`src/rtl/fetch_unit.sv`:
```
// rtl/fetch_unit.sv - AArch64 instruction-fetch stage with one-entry buffer and redirect draining
module fetch_unit #(
    parameter int                PC_W     = 64,
    parameter int                INSTR_W  = 32,
    parameter logic [PC_W-1:0]   RESET_PC = 64'h0000_0000_8000_0000
) (
    input  logic               clk,
    input  logic               rst,
    input  logic               stall,
    input  logic               redirect,
    input  logic [PC_W-1:0]    redirect_pc,
    output logic               ireq_valid,
    output logic [PC_W-1:0]    ireq_addr,
    input  logic               iresp_data_ok,
    input  logic [INSTR_W-1:0] iresp_data,
    output logic               out_valid,
    output logic [PC_W-1:0]    out_pc,
    output logic [INSTR_W-1:0] out_instr
);

    typedef enum logic [1:0] {
        S_REQ   = 2'd0,
        S_HOLD  = 2'd1,
        S_DRAIN = 2'd2
    } state_t;

    state_t             state;
    logic [PC_W-1:0]    pc;
    logic [PC_W-1:0]    saved_pc;
    logic [PC_W-1:0]    buf_pc;
    logic [INSTR_W-1:0] buf_instr;
    logic               buf_valid;

    // Redirect targets are always word aligned; the low bits are dropped.
    logic [PC_W-1:0]    target;
    logic               unused_low_bits;
    assign target          = {redirect_pc[PC_W-1:2], 2'b00};
    assign unused_low_bits = ^redirect_pc[1:0];

    // Fetch sequencing: REQ waits for the bus, HOLD presents the buffer,
    // DRAIN lets a read that a redirect made stale finish before refetching.
    always_ff @(posedge clk) begin
        if (rst) begin
            state     <= S_REQ;
            pc        <= RESET_PC;
            saved_pc  <= '0;
            buf_pc    <= '0;
            buf_instr <= '0;
            buf_valid <= 1'b0;
        end else begin
            case (state)
                S_REQ: begin
                    if (redirect) begin
                        // The bus cannot abort, so a read still in flight must drain.
                        if (iresp_data_ok) begin
                            pc <= target;
                        end else begin
                            saved_pc <= target;
                            state    <= S_DRAIN;
                        end
                    end else if (iresp_data_ok) begin
                        buf_pc    <= pc;
                        buf_instr <= iresp_data;
                        buf_valid <= 1'b1;
                        state     <= S_HOLD;
                    end
                end
                S_HOLD: begin
                    if (redirect) begin
                        pc        <= target;
                        buf_valid <= 1'b0;
                        state     <= S_REQ;
                    end else if (!stall) begin
                        pc        <= pc + PC_W'(4);
                        buf_valid <= 1'b0;
                        state     <= S_REQ;
                    end
                end
                S_DRAIN: begin
                    if (iresp_data_ok) begin
                        // Stale data is dropped; a same-cycle redirect beats the saved target.
                        pc    <= redirect ? target : saved_pc;
                        state <= S_REQ;
                    end else if (redirect) begin
                        saved_pc <= target;
                    end
                end
                default: begin
                    state <= S_REQ;
                end
            endcase
        end
    end

    // pc is left untouched while draining, so it still names the stale read.
    assign ireq_valid = !rst && (state != S_HOLD);
    assign ireq_addr  = pc;
    assign out_valid  = buf_valid;
    assign out_pc     = buf_pc;
    assign out_instr  = buf_instr;

endmodule

```
`config.mk`:
```
export PLATFORM = sky130hd
export DESIGN_NAME = fetch_unit
export DESIGN_NICKNAME = d
export VERILOG_FILES = /design/src/rtl/fetch_unit.sv
export SDC_FILE = /design/constraint.sdc
export NUM_CORES = 1
export LEC_CHECK = 0
export CORE_UTILIZATION = 45
export CTS_CLUSTER_DIAMETER = 100
export DETAILED_ROUTE_END_ITERATION = 8
export PLACE_DENSITY_LB_ADDON = 0.08
export SETUP_SLACK_MARGIN = 0.3
export SYNTH_ARGS = -nofsm -noshare
export SYNTH_HDL_FRONTEND = slang
export SYNTH_SLANG_ARGS = --single-unit
```
`constraint.sdc`:
```
create_clock -name clk -period 3.4 [get_ports clk]
set_clock_uncertainty 0.1 [all_clocks]
set_input_delay 0.34 -clock clk [delete_from_list [all_inputs] [get_ports clk]]
set_output_delay 0.34 -clock clk [all_outputs]
set_load 0.05 [all_outputs]
```
==> results.py, run 1 <==
metrics = {
    "final_layout": {
        "antenna_cells": 0,
        "area_growth_pct": 36.0,
        "nets": 1801,
        "drive_gt1_share_pct": 7.08,
        "n_fill_cell": 2134,
        "post-route-util_pct": 62.7,
    },
    "setup_path": {
        "crit_path_start_kind": "register",
        "max_stage_delay_ps": 810,
        "path_buf_inv": 2,
        "end_kind": "register",
        "r2r-start": "state[0]",
        "cp_common_cell": "nor2_1",
        "cp_cell_sequence": "inv_1 > ha_1 > nor2_1 > a32oi_1 > a21oi_2 > nor2_1 > buf_4 > o21ai_0 > o31ai_1",
        "crit_cells": 9,
        "crit_slowest_cell": "nor2_1",
        "critical-path-top-delay-family": "simple AND/OR/NAND/NOR gates",
        "worst-path-max-fanout": 12,
        "reg2reg_depth": 9,
        "crit_type": "reg2reg",
        "critPathArrivalTime_ps": 3150,
        "crit_required_ps": 3720,
        "startpoint": "state[0]",
    },
    "die": {
        "rows": 56,
        "die_y_um": 157,
        "initial_core_util_pct": 46.1,
        "die-area_sq_mm": 0.0248,
        "dieWidth_um": 157,
        "pin_count": 263,
        "design.core.area_sq_mm": 0.0236,
    },
    "grt": {
        "grt_pass1_wl_mm": 57.8,
        "antenna_found_initial": 0,
        "grt_overflow": 0,
        "grt_max_degree": 79,
        "grt_pass1_vias": 10500,
        "track_usage_pct": 29.2,
    },
    "clock_network": {
        "clk_path_buf_depth": 3,
        "cts_resized": 0,
        "clk_pin_slew_worst_paths_ps": 60,
        "clock-sinks": 227,
        "numCtsBuffers": 25,
        "cts_hold_buf": 0,
        "insertion_delay_ps": 520,
        "htree_levels": 1,
        "cts_root_buffer": "clkbuf_16",
        "cts_tree": "done",
        "cts_setup_buffers": 0,
    },
    "timing": {
        "slew_violations": 0,
        "fin_crit_ps": 2820,
        "worstMarginPinSlew_ps": 1060,
        "setup_viol": 0,
        "hold_viol": 0,
        "slew_headroom_pct": 28.8,
        "finalSetupTns_ps": 0,
        "min_period_over_period_pct": 83.0,
        "max_freq_mhz": 354,
        "rsz0062_at_grt": "no",
    },
    "synth": {
        "syn_avg_cell_area_sq_um": 7.47,
        "synth_top_area_share_pct": 41.8,
        "synth_nets": 1561,
        "synth.area.top_cells": "dfxtp_1, nand2_1, a21oi_1",
        "async_flop_share_pct": 0,
        "synth_warnings": 0,
        "yosysUniqueCellTypes": 74,
        "synth_top_cell_by_area": "dfxtp_1",
        "synth-main-ff-cell": "dfxtp_1",
        "synthTopCellsByCount": "nand2_1, dfxtp_1, a21oi_1",
        "synth_most_common_cell": "nand2_1",
        "yosysSeqAreaShare_pct": 41.8,
        "synth-edff-count": 0,
        "netlist_area_sq_mm": 0.0109,
        "syn_inst": 1455,
        "ys_seq_elements": 227,
    },
    "drt": {
        "routed_wirelength_mm": 37.1,
        "postRouteAntennaNets": 0,
        "drt_iter0_markers": 974,
        "post-route-drc-count": 0,
        "viasPerCell": 5.78,
        "route.vias.total": 11700,
        "first_pass_iters": 6,
        "post_drt_wl_per_cell_um": 18.3,
    },
    "place": {
        "gp_congestion": 0.931,
        "dp.final_hpwl_mm": 25.1,
        "port_buffers": 260,
    },
    "status": {
        "status": "complete, no violations",
    },
    "worst_hold_path": {
        "hp-start": "rst",
        "hp-class": "in2reg",
        "min_delay_path_depth": 2,
    },
    "run": {
        "max_cap_viol_count": 0,
    },
    "pwr": {
        "ir_drop_v": 0.000324,
        "powerDensity_mw_per_mm2": 513,
        "p_total_uw": 7590,
        "leakagePower_uw": 0.00518,
    },
}
-- per-layer routing --
layer	share of wire [%]	wire length [um]	track usage (%)
met1	44	16200	40.0
met2	46	17000	47.7
met3	7.9	2940	3.99
met4	2.5	933	8.51
met5	0	0	0
-- flip-flops by register name, indices dropped and copies added (netlist names) --
name       cells
ireq_addr     64
out_instr     32
out_pc        64
out_valid      1
saved_pc      64
state          2
-- kinds of logic (layout without fill, tap and decap cells) --
| logic type | Yosys count | in the layout | synth area share [%] |
|---|---|---|---|
| mux | 6 | 6 | 0.552 |
| buf+inv | 122 | 375 | 4.27 |
| compound gates | 415 | 415 | 23.9 |
| simple gates | 665 | 665 | 27.7 |
| fa+ha+maj | 5 | 5 | 0.575 |
| xor+xnor | 15 | 15 | 1.21 |
| flops | 227 | 227 | 41.8 |
-- where the power goes --
group	internal (uW)	switching (uW)
sequential	2840	200
clock	1630	1080
combinational	660	1190
-- through the flow --
stage / setup slack (ps) / hold WS [ps] / area (sq um) / cells
after global placement: 458 / 341 / 14000 / 1987
after global routing: 434 / 48.0 / 14800 / 2027
after detailed placement: 391 / 346 / 14000 / 1987
final: 577 / 41.4 / 14800 / 2027
after CTS: 639 / 25.3 / 14800 / 2027
after floorplan: 722 / 336 / 10900 / 1455
-- path summary, 6_finish.rpt --
check	end	slack, ps
min reg2reg	out_pc[12]	350
max reg2reg	ireq_addr[20]	580
min	ireq_addr[21]	40
max	ireq_addr[20]	580
-- cell type report --
cell class / count / area (sq um) / share of cell area, %
well taps: 319 / 399 / 2.70
clock inverters: 7 / 113 / 0.761
flip-flops and latches: 227 / 4540 / 30.7
inverters: 13 / 48.8 / 0.330
clock buffers: 33 / 686 / 4.63
repair buffers: 322 / 3120 / 21.1
multi-input cells: 1106 / 5880 / 39.8
-- cell usage in the layout, fill, tap and decap left out, types with 6 or more instances in the layout --
| cell | Yosys | routed |
|---|---|---|
| nand4_1 | 21 | 21 |
| a221oi_1 | 17 | 17 |
| and3_1 | 9 | 9 |
| nand2_1 | 388 | 387 |
| or4_1 | 8 | 8 |
| nand3_1 | 36 | 36 |
| and4_1 | 7 | 7 |
| clkdlybuf4s50_1 | 0 | 259 |
| o31ai_1 | 6 | 6 |
| a22o_1 | 11 | 11 |
| o21ai_0 | 71 | 71 |
| inv_1 | 12 | 12 |
| a22oi_1 | 21 | 21 |
| nor4_1 | 21 | 21 |
| nand2b_1 | 6 | 6 |
| nor3_1 | 21 | 21 |
| mux2i_1 | 6 | 6 |
| a221o_1 | 19 | 19 |
| buf_4 | 0 | 58 |
| clkbuf_16 | 0 | 25 |
| dfxtp_1 | 227 | 227 |
| o22ai_1 | 11 | 11 |
| a211o_1 | 8 | 8 |
| nor2_1 | 102 | 101 |
| and2_1 | 9 | 8 |
| xnor2_1 | 11 | 11 |
| o211ai_1 | 6 | 6 |
| a21oi_1 | 184 | 183 |
| a31oi_1 | 10 | 10 |
(Power assumes the default switching activity.)
==> run 2: changes to the inputs <==
==> constraint.sdc (replaced) <==
create_clock -name clk -period 2.6 [get_ports clk]
set_clock_uncertainty 0.1 [all_clocks]
set_input_delay 0.26 -clock clk [delete_from_list [all_inputs] [get_ports clk]]
set_output_delay 0.26 -clock clk [all_outputs]
set_load 0.05 [all_outputs]
==> run 2 against run 1 <==
- power increased by 36%
- design area increased by 5.5%
- fmax increased by 20%
- via count increased by 3.3%
- sequential share of layout area decreased by 0.97 points
- hold slack got worse by 0.99 ps
- combinational power increased by 40%
- first-iteration DRC count increased by 6.8%
- critical path type unchanged
- critical endpoint is now ireq_addr[60]
- largest power group unchanged
- highest routed layer unchanged
==> results.py, run 2 (synthesized netlist as in run 1, its figures left out) <==
metrics = {
    "clock_network": {
        "clk_pin_slew_worst_paths_ps": 60,
        "cts_tree": "done",
        "clk_path_buf_depth": 3,
        "htree_levels": 1,
        "insertion_delay_ps": 520,
        "cts_root_buffer": "clkbuf_16",
        "numCtsBuffers": 24,
        "clock-sinks": 227,
        "cts_hold_buf": 0,
    },
    "grt": {
        "grt_pass1_vias": 10900,
        "antenna_found_initial": 0,
        "track_usage_pct": 29.8,
        "grt_overflow": 0,
        "grt_pass1_wl_mm": 58.8,
        "grt_max_degree": 122,
    },
    "status": {
        "status": "complete, no violations",
    },
    "die": {
        "rows": 56,
        "die_y_um": 157,
        "die-area_sq_mm": 0.0248,
        "design.core.area_sq_mm": 0.0236,
        "dieWidth_um": 157,
        "initial_core_util_pct": 46.1,
        "pin_count": 263,
    },
    "place": {
        "pre_cts_slack_ps": 12.5,
        "gp_congestion": 1.00,
        "dp.final_hpwl_mm": 26.3,
        "port_buffers": 260,
    },
    "pwr": {
        "swShare_pct": 32.4,
        "p_sw_uw": 3340,
        "p_total_uw": 10300,
        "p_seq_share_pct": 39.0,
        "leakagePower_uw": 0.00558,
        "combinationalPowerShare_pct": 25.2,
        "p_int_uw": 6970,
        "pwr-share-clk_pct": 35.9,
        "powerDensity_mw_per_mm2": 661,
        "ir_drop_v": 0.000406,
    },
    "drt": {
        "first_pass_iters": 5,
        "post-route-drc-count": 0,
        "route.vias.total": 12100,
        "post_drt_wl_per_cell_um": 18.7,
        "routed_wirelength_mm": 38.8,
        "viasPerCell": 5.83,
        "postRouteAntennaNets": 0,
        "drt_iter0_markers": 1040,
    },
    "setup_path": {
        "startpoint": "ireq_addr[3]",
        "crit_slowest_cell": "dfxtp_4",
        "critPathArrivalTime_ps": 2660,
        "reg2reg_depth": 8,
        "path_buf_inv": 1,
        "worst-path-max-fanout": 4,
        "r2r-start": "ireq_addr[3]",
        "crit_cells": 8,
        "rrSetupSlack_ps": 250,
        "crit_type": "reg2reg",
        "crit_path_start_kind": "register",
        "critical-path-top-delay-family": "simple AND/OR/NAND/NOR gates",
        "cp_cell_sequence": "ha_4 > and4_4 > nand3_1 > nor4_2 > buf_4 > nand4_1 > mux2i_1 > a211o_1",
        "max_stage_delay_ps": 380,
        "crit_required_ps": 2910,
        "end_kind": "register",
        "r2r_end": "ireq_addr[60]",
    },
    "run": {
        "max_cap_viol_count": 0,
    },
    "worst_hold_path": {
        "hp-start": "rst",
        "hp-class": "in2reg",
        "min_delay_path_depth": 3,
        "hold_end": "saved_pc[1]",
    },
    "final_layout": {
        "final_cell_mix": "nand2_1, clkdlybuf4s50_1, dfxtp_1, a21oi_1, nor2_1",
        "final_common_cell": "nand2_1",
        "area_growth_pct": 43.5,
        "drive_gt1_share_pct": 13.5,
        "antenna_cells": 0,
        "nets": 1848,
    },
    "timing": {
        "min_period_over_period_pct": 90.5,
        "fin_ws_ps": 247,
        "finalSetupTns_ps": 0,
        "setup_viol": 0,
        "hold_viol": 0,
        "max_freq_mhz": 425,
        "worstMarginPinSlew_ps": 756,
        "slew_violations": 0,
        "rsz0062_at_grt": "yes",
        "slew_headroom_pct": 49.1,
        "fin_crit_ps": 2350,
    },
}
run 2: cell count changes in the layout (fill, tap and decap cells not counted), moves of 3 or more:
| cell | before | now |
|---|---|---|
| clkbuf_16 | 25 | 29 |
| nor4_4 | 2 | 5 |
| ha_4 | 0 | 3 |
| dfxtp_2 | 0 | 24 |
| ha_1 | 5 | 2 |
| buf_4 | 58 | 95 |
| clkinv_2 | 3 | 6 |
| buf_6 | 1 | 4 |
| nor4_1 | 21 | 18 |
| dfxtp_1 | 227 | 185 |
| buf_12 | 4 | 9 |
| dfxtp_4 | 0 | 18 |
run 2: worst max-delay path by stage:
stage                     slack, ps       endpoint
after floorplan                 240  ireq_addr[54]
after global placement          110  ireq_addr[29]
after detailed placement         10  ireq_addr[15]
after CTS                       280  ireq_addr[24]
after global routing            200  ireq_addr[60]
final                           250  ireq_addr[60]
run 2: area by class of cell:
type | instances | area, sq um
clock buffers | 34 | 732
clock inverters | 9 | 120
fillers | 2047 | 8010
inverters | 13 | 52.6
multi-input cells | 1107 | 6070
flip-flops and latches | 227 | 4640
well taps | 319 | 399
repair buffers | 369 | 3580
run 2: power groups by stage:
stage | combinational [uW] | clock [uW] | sequential (uW)
floorplan | 866 | 0 | 4630
CTS | 2480 | 3750 | 4010
detailed placement | 2460 | 0 | 4090
global route | 2750 | 3900 | 4050
finish | 2590 | 3700 | 4020
global placement | 2430 | 0 | 4090
run 2: routing by layer:
layer	GRT usage, %	part of all wire (%)
met1	40.3	41
met5	0	0
met2	48.3	46
met3	5.07	9.7
met4	9.20	2.8
run 2: worst register-to-register path: stages (launching register included):
cell and delay, ps:
dfxtp_4 380, ha_4 190, and4_4 260, nand3_1 250
nor4_2 360, buf_4 190, nand4_1 150, mux2i_1 150
a211o_1 220
run 2: repair_timing:
| action | CTS | global route |
|---|---|---|
| gates resized for setup | 4 | 38 |
| endpoints found under the setup margin | 33 | 56 |
| pin swaps | 2 | 9 |
| cloned | 0 | 4 |
| setup buffers | 4 | 10 |
run 2: stage by stage:
stage | util [%] | cell area (sq um) | instances | hold WS (ps)
after floorplan | - | 11000 | 1455 | 295
after global placement | 60.9 | 14400 | 2017 | 340
after detailed placement | 60.9 | 14400 | 2017 | 346
after CTS | 64.7 | 15300 | 2064 | 33.8
after global routing | 66.1 | 15600 | 2078 | 58.8
final | 66.1 | 15600 | 2078 | 40.4
